<file path="src/rtl/crossbar_route_ctrl.sv">
// Route controller for a 5-switch 4x4 crossbar. It searches the configurations from
// lowest to highest, one candidate per cycle, for the first one that realises the requested permutation.
module crossbar_route_ctrl (
    input  logic       clk,
    input  logic       rst,
    input  logic       req_valid,
    input  logic [7:0] req_dst,
    output logic       req_ready,
    output logic       resp_valid,
    output logic       resp_ok,
    output logic [4:0] resp_ctrl,
    output logic [5:0] resp_tries,
    output logic [4:0] control,
    output logic       busy
);

    typedef enum logic {IDLE, SEARCH} state_t;

    state_t     r_state;
    state_t     w_next_state;
    logic [4:0] r_cand;
    logic [7:0] r_dst;
    logic       r_dup_pend;
    logic [4:0] r_control;
    logic       r_resp_valid;
    logic       r_resp_ok;
    logic [4:0] r_resp_ctrl;
    logic [5:0] r_resp_tries;

    logic       w_accept;
    logic       w_perm;
    logic       w_match;
    logic [1:0] w_a, w_b, w_y, w_w, w_x, w_z;
    logic [1:0] w_src [4];
    logic [7:0] w_map;

    // Each wire carries the index of the input it is connected to; w_src[k] feeds output k.
    always_comb begin
        w_a = r_cand[0] ? 2'd1 : 2'd0;
        w_b = r_cand[0] ? 2'd0 : 2'd1;
        w_y = r_cand[3] ? 2'd3 : 2'd2;
        w_w = r_cand[3] ? 2'd2 : 2'd3;
        w_x = r_cand[2] ? w_y : w_b;
        w_z = r_cand[2] ? w_b : w_y;
        w_src[0] = r_cand[1] ? w_x : w_a;
        w_src[1] = r_cand[1] ? w_a : w_x;
        w_src[2] = r_cand[4] ? w_w : w_z;
        w_src[3] = r_cand[4] ? w_z : w_w;
        // NOTE: every combinational output gets a default before any conditional write, so no latch is inferred.
        w_map = '0;
        for (int i = 0; i < 4; i++) begin
            for (int k = 0; k < 4; k++) begin
                if (w_src[k] == 2'(i)) begin
                    w_map[2*i +: 2] = 2'(k);
                end
            end
        end
    end

    assign w_match  = (w_map == r_dst);
    assign w_accept = req_valid && (r_state == IDLE);
    assign w_perm   = (req_dst[1:0] != req_dst[3:2]) && (req_dst[1:0] != req_dst[5:4]) &&
                      (req_dst[1:0] != req_dst[7:6]) && (req_dst[3:2] != req_dst[5:4]) &&
                      (req_dst[3:2] != req_dst[7:6]) && (req_dst[5:4] != req_dst[7:6]);

    always_comb begin
        w_next_state = r_state;
        case (r_state)
            IDLE:    if (w_accept && w_perm) w_next_state = SEARCH;
            SEARCH:  if (w_match || (r_cand == 5'd31)) w_next_state = IDLE;
            default: w_next_state = IDLE;
        endcase
    end

    // NOTE: state is written with non-blocking assignments so every register samples pre-edge values.
    always_ff @(posedge clk) begin
        if (rst) begin
            r_state      <= IDLE;
            r_cand       <= '0;
            r_dst        <= '0;
            r_dup_pend   <= 1'b0;
            r_control    <= '0;
            r_resp_valid <= 1'b0;
            r_resp_ok    <= 1'b0;
            r_resp_ctrl  <= '0;
            r_resp_tries <= '0;
        end else begin
            r_state      <= w_next_state;
            r_resp_valid <= 1'b0;
            r_dup_pend   <= w_accept && !w_perm;
            if (w_accept) begin
                r_dst  <= req_dst;
                r_cand <= '0;
            end
            // A rejected duplicate reports one cycle after accept, matching the fastest search.
            if (r_dup_pend) begin
                r_resp_valid <= 1'b1;
                r_resp_ok    <= 1'b0;
                r_resp_tries <= 6'd0;
            end
            if (r_state == SEARCH) begin
                if (w_match) begin
                    r_resp_valid <= 1'b1;
                    r_resp_ok    <= 1'b1;
                    r_resp_ctrl  <= r_cand;
                    r_resp_tries <= {1'b0, r_cand} + 6'd1;
                    r_control    <= r_cand;
                end else if (r_cand == 5'd31) begin
                    r_resp_valid <= 1'b1;
                    r_resp_ok    <= 1'b0;
                    r_resp_tries <= 6'd32;
                end else begin
                    r_cand <= r_cand + 5'd1;
                end
            end
        end
    end

    assign req_ready  = (r_state == IDLE);
    assign busy       = (r_state == SEARCH);
    assign resp_valid = r_resp_valid;
    assign resp_ok    = r_resp_ok;
    assign resp_ctrl  = r_resp_ctrl;
    assign resp_tries = r_resp_tries;
    assign control    = r_control;

endmodule

</file>
<file path="config.mk">
export PLATFORM = sky130hd
export DESIGN_NAME = crossbar_route_ctrl
export DESIGN_NICKNAME = d
export VERILOG_FILES = /design/src/rtl/crossbar_route_ctrl.sv
export SDC_FILE = /design/constraint.sdc
export NUM_CORES = 1
export LEC_CHECK = 0
export ABC_AREA = 1
export CELL_PAD_IN_SITES_DETAIL_PLACEMENT = 1
export CELL_PAD_IN_SITES_GLOBAL_PLACEMENT = 2
export CORE_UTILIZATION = 25
export CTS_CLUSTER_SIZE = 25
export DETAILED_ROUTE_END_ITERATION = 8
export PLACE_DENSITY = 0.82
export SLEW_MARGIN = 40
export SYNTH_ARGS = -nofsm -noshare
export SYNTH_HDL_FRONTEND = slang
export SYNTH_SLANG_ARGS = --single-unit
</file>
<file path="constraint.sdc">
create_clock -name clk -period 1.55 [get_ports clk]
set_input_delay 0.31 -clock clk [delete_from_list [all_inputs] [get_ports clk]]
set_output_delay 0.31 -clock clk [all_outputs]
set_load 0.01 [all_outputs]
</file>
# Word level (Yosys, flattened, before mapping)
# Cells that the tools add are included.
dict set report word_totals {
  input_bits 11
  register_bits 28
  out_inout_bits 20
  word_cells 82
}
dict set report classes {
  eq_ne 17
  n_reduce_logical 14
  bitwise_logic 1
  mux 40
  add_sub_neg 2
}
# op n
set ops {}
lappend ops {{$mux 2} 13}
lappend ops {{$mux 6} 4}
lappend ops {{$mux 5} 4}
lappend ops {{$mux 1} 18}
lappend ops {{$eq 2x2->1 const B} 6}
lappend ops {{$ne 2x2->1} 6}
lappend ops {{$eq 8x8->1} 1}
lappend ops {{$logic_and 1x1->1} 8}
lappend ops {{$add 5x1->6 const B} 1}
lappend ops {{$eq 2x1->1 const B} 3}
lappend ops {{$logic_not 2->1} 3}
lappend ops {{$add 5x1->5 const B} 1}
lappend ops {{$eq 5x5->1 const B} 1}
lappend ops {{$pmux 1 s2} 1}
lappend ops {{$reduce_and 2->1} 1}
lappend ops {{$logic_not 1->1} 1}
lappend ops {{$logic_or 1x1->1} 1}
lappend ops {{$not 1->1} 1}

# Longest topological paths before layout
dict set report depth {
  depth_word 11
  ltp_mapped 14
  mapped_depth_nobuf 13
}

# Least setup slack after synthesis
# OpenSTA, ideal clock, no wires.
dict set report synth_path {
  path_type {register -> register}
  from {register r_cand[0]}
  to {register r_resp_tries[0] (netlist: resp_tries[0])}
  path_buffers 2
  stages_incl_launch_ff 13
  required_time_ns 1.418
  t_arrival_ns 1.449
  setup_ns 0.132
  path_slack_ns -0.032
  period_less_slack_ns 1.582
  path_cell_list {dfxtp_1 buf_2 inv_1 nand2_1 nand3_1 nand3_1 nand3_1 nand2_1 nor2_2 nand3_2 buf_6 nand3_1 a21oi_1}
}
dict set report synth_via {
  elab_chain_cells 10
  word_cells_on_any_way 37
  cone_classes {add/sub: 1; eq/ne: 11; mux: 22; reduce/logical: 3}
}
# item line_no
set synth_lines {}
lappend synth_lines {{start: declaration} 21} ;# logic [4:0] r_cand;
lappend synth_lines {{start signal: assignment} 113} ;# r_cand <= r_cand + 5'd1;
lappend synth_lines {{$mux 1} 40} ;# w_b = r_cand[0] ? 2'd0 : 2'd1;
lappend synth_lines {{$mux 2} 43} ;# w_x = r_cand[2] ? w_y : w_b;
lappend synth_lines {{$mux 2} 46} ;# w_src[1] = r_cand[1] ? w_a : w_x;
lappend synth_lines {{$eq 2x1->1, or another cell as far along} 53} ;# if (w_src[k] == 2'(i)) begin
lappend synth_lines {{$mux 1} 53}
lappend synth_lines {{$mux 2 (2 in a row)} 53}
lappend synth_lines {{$eq 8x8->1} 60} ;# assign w_match = (w_map == r_dst);
lappend synth_lines {{$mux 6 (*)} 102} ;# if (w_match) begin
lappend synth_lines {{$mux 6 (*)} 101} ;# if (r_state == SEARCH) begin
lappend synth_lines {{end signal: assignment} 106} ;# r_resp_tries <= {1'b0, r_cand} + 6'd1;
lappend synth_lines {{end: declaration} 28} ;# logic [5:0] r_resp_tries;
# Mark *: on every way between the ends. The rest lies on a longest branch, timed or not.
# A chain may end at the register's enable or synchronous reset.

# Final worst setup path
dict set report layout_path {
  from {register r_cand[2]}
  to {register r_resp_ctrl[0] (netlist: resp_ctrl[0])}
}
dict set report layout_via {
  elab_chain_cells 8
  word_cells_on_any_way 31
  cone_classes {eq/ne: 10; mux: 17; reduce/logical: 4}
}
# item line_no
set layout_lines {}
lappend layout_lines {{$mux 2} 43}
lappend layout_lines {{$mux 2} 46}
lappend layout_lines {{$eq 2x1->1, or another cell as far along} 53}
lappend layout_lines {{$mux 1} 53}
lappend layout_lines {{$mux 2 (2 in a row)} 53}
lappend layout_lines {{$eq 8x8->1 (*)} 60}
lappend layout_lines {{$reduce_and 2->1 (no line) (*)} --}
lappend layout_lines {{end signal: assignment} 105} ;# r_resp_ctrl <= r_cand;
lappend layout_lines {{end: declaration} 27} ;# logic [4:0] r_resp_ctrl;
# Marked as above.

==> flow_metrics.env <==
export IMPL_num_vias=1775
export IMPL_status="finished, violations left"
export IMPL_relSlewSlack_pct=83.3
export IMPL_cts_clk_slew_worst_paths_ns=0.11
export IMPL_worstPathCellList="buf_12 -> nand2_4 -> nand3_1 -> nand3_2 -> nand2_1 -> nand2_1 -> nand2_2 -> nor2_4 -> buf_6 -> buf_6 -> nand4_1 -> nand2_1 -> a21oi_2"
export IMPL_hold_class="reg -> reg"
export IMPL_die_area_sq_um=6870
export IMPL_crit_fanout=7
export IMPL_post_drt_wl_per_cell_microns=13.5
export IMPL_drc=0
export IMPL_cts_tree="yes"
export IMPL_power_leakage_nw=1.13
export IMPL_start_kind="flop"
export IMPL_ys_types=28
export IMPL_synthCells=242
export IMPL_synthToLayoutAreaGrowth_pct=62.9
export IMPL_antenna_found_initial=0
export IMPL_grt_pass1_vias=1737
export IMPL_violations="negative setup slack"
export IMPL_grt_overflow=0
export IMPL_clock_latency_ns=0.28
export IMPL_crit_path_frequent_cell="nand2_1"
export IMPL_startpoint="r_cand[2]"
export IMPL_clock_fmax_ghz=0.579
export IMPL_endpoint_kind="flop"
export IMPL_fillers=770
export IMPL_reg2reg_from="r_cand[2]"
export IMPL_maxCapViolCount=0
export IMPL_grt_start_max_net_pins=17
export IMPL_synth_area_leaders="dfxtp_1 (34%), nand2_1 (13%), xor2_1 (6.4%), inv_1 (6.2%), a21oi_1 (6.1%)"
export IMPL_io_buffer_count=30
export IMPL_cts_root_buf="clkbuf_8"
export IMPL_fin_skew_ns=0.00591
export IMPL_r2r_cells=13
export IMPL_yosys_warnings=0
export IMPL_fin_nets=323
export IMPL_max_stage_delay_ns=0.38
export IMPL_final_hold_viol_count=0
export IMPL_critPathKind="reg -> reg"
export IMPL_fin_crit_sh_pct=111
export IMPL_grt_use_met1_pct=19.0
export IMPL_grt_met2_usage_pct=25.4
export IMPL_fin_ws_ns=-0.176
export IMPL_n_antenna_cell=0
export IMPL_syn_avg_cell_area_sq_um=6.76
export IMPL_drive_gt1_share_pct=34.3
export IMPL_top_usage_layer="met2"
export IMPL_syn_num_nets=255
export IMPL_synth_top_area_share_pct=34.3
export IMPL_syn_area_sq_um=1640
export IMPL_fin_setup_tns_ns=-2.58
export IMPL_design_area_sq_um=2670
export IMPL_yosysTopAreaCell="dfxtp_1"
export IMPL_reg2reg_slack_ns=-0.18
export IMPL_peakVddDrop_v=0.000375
export IMPL_viasPerCell=4.60
export IMPL_rsz0062_at_grt="yes"
export IMPL_cts_made_buffers=3
export IMPL_finalCriticalPeriod_ns=1.73
export IMPL_cts_sinks=28
export IMPL_dr_pass1_iters=4
export IMPL_pre_cts_ws_ns=-0.307
export IMPL_rows=29
export IMPL_gp_congestion=0.828
export IMPL_dp_final_hpwl_mm=3.75
export IMPL_h_tree_depth=1
export IMPL_die_w_microns=82.9
export IMPL_layout_common_cells="nand2_1 (43), buf_4 (35), clkdlybuf4s50_1 (28)"
export IMPL_io_pin_count=31
export IMPL_grt_total_usage_pct=14.7
export IMPL_drtIter0Drc=54
export IMPL_grt_pass1_wl_mm=8.23
export IMPL_worstPathArrival_ns=1.92
export IMPL_die_h_microns=82.9
export IMPL_power_density_nw_per_um2=728
export IMPL_tightest_slew_ns=0.250
export IMPL_final_core_util_pct=42.0
export IMPL_placed_cell_area_sq_um=2270
export IMPL_cts_hold_buf=0
export IMPL_core_area_sq_um=6350
export IMPL_finalSetupViolCount=19
export IMPL_layout_commonest_cell="nand2_1"
export IMPL_r2r_end="resp_ctrl[0]"
export IMPL_cp_slowest_cell="dfxtp_4"
export IMPL_clock_path_buffers=2
export IMPL_wl_mm=5.22
export IMPL_start_util_pct=25.8
export IMPL_postRouteAntennaNets=0
export IMPL_ys_seq_area_share_pct=34.3
export IMPL_synth_seq_cells=28
export IMPL_power_mw=1.94
export IMPL_drv_slew=0
export IMPL_setup_worst_path_end="resp_ctrl[0]"
export IMPL_met3_usage_pct=2.09
export IMPL_worstPathRequired_ns=1.74
## sequential cells by signal, indices dropped and copies added (netlist names)
name        flops
r_dst           8
resp_valid      1
busy            1
resp_ok         1
resp_tries      6
r_dup_pend      1
resp_ctrl       5
r_cand          5
## cell usage after synthesis, drive strengths merged
| library cell | count |
|---|---|
| nand2 | 59 |
| o211ai | 1 |
| clkbuf | 4 |
| o22ai | 2 |
| a21oi | 21 |
| o21ai | 15 |
| nor2 | 27 |
| nand3b | 1 |
| nand4 | 5 |
| inv | 28 |
| buf | 8 |
| nor3 | 2 |
| nand3 | 18 |
| ha | 2 |
| xnor2 | 5 |
| clkinv | 1 |
| xor2 | 12 |
| dfxtp | 28 |
| o21bai | 2 |
| a22oi | 1 |
## what timing repair did
item	4_1_cts	5_1_grt
pin swaps	9	7
gates cloned	0	2
hold endpoints to repair	0	0
resized for setup	27	48
buffers inserted	1	2
endpoints found under the setup margin	20	25
## layer usage
metal  part of all wire [%]  vias to the layer above
met1                     46                      830
li1                       -                      902
met5                      0                        -
met3                    2.3                        4
met2                     51                       39
met4                   0.63                        0
## how the worst min path moves through the flow
stage / from / end / slack, ns / cells past startpoint
finish: r_dst[1] / r_dst[1] / 0.47 / 2
global route: resp_tries[0] / resp_tries[0] / 0.50 / 2
CTS: r_dst[1] / r_dst[1] / 0.48 / 2
detailed placement: r_dst[1] / r_dst[1] / 0.46 / 2
global placement: resp_ok / resp_ok / 0.45 / 2
floorplan: rst / r_dup_pend / 0.39 / 1
## logic make-up after synthesis
family	Yosys count	synth area share [%]
AOI/OAI and AO/OA	42	13.8
xor gates and xnor gates	17	9.10
adders and majority gates	2	1.53
buffers and inverters	41	11.5
DFF	28	34.3
and+or+nand+nor	112	29.7
## final cells by class
type	count	area, sq um	share of cell area (%)
Inverter	29	109	4.08
Clock buffer	3	41.3	1.55
Clock inverter	1	30.0	1.13
Tap cell	77	96.3	3.61
Multi-Input combinational cell	174	1100	41.3
Sequential cell	28	582	21.8
Timing Repair Buffer	74	706	26.5
## worst max-delay path: cells and delay by family, from the launching register on
| kind | cells | cell delay, ns |
|---|---|---|
| buffers and inverters | 3 | 0.41 |
| and+or+nand+nor | 9 | 0.82 |
| DFF | 1 | 0.38 |
| AOI/OAI and AO/OA | 1 | 0.03 |
## metrics by stage
stage / cells / hold slack, ns
finish: 386 / 0.474
global route: 386 / 0.497
CTS: 382 / 0.477
detailed placement: 377 / 0.462
global placement: 377 / 0.454
floorplan: 242 / 0.388
## power by group
| part | switching [mW] | internal [mW] | total (mW) |
|---|---|---|---|
| logic | 0.288 | 0.252 | 0.540 |
| clock network | 0.256 | 0.346 | 0.602 |
| registers | 0.0405 | 0.757 | 0.798 |
(Power assumes the default switching activity.)
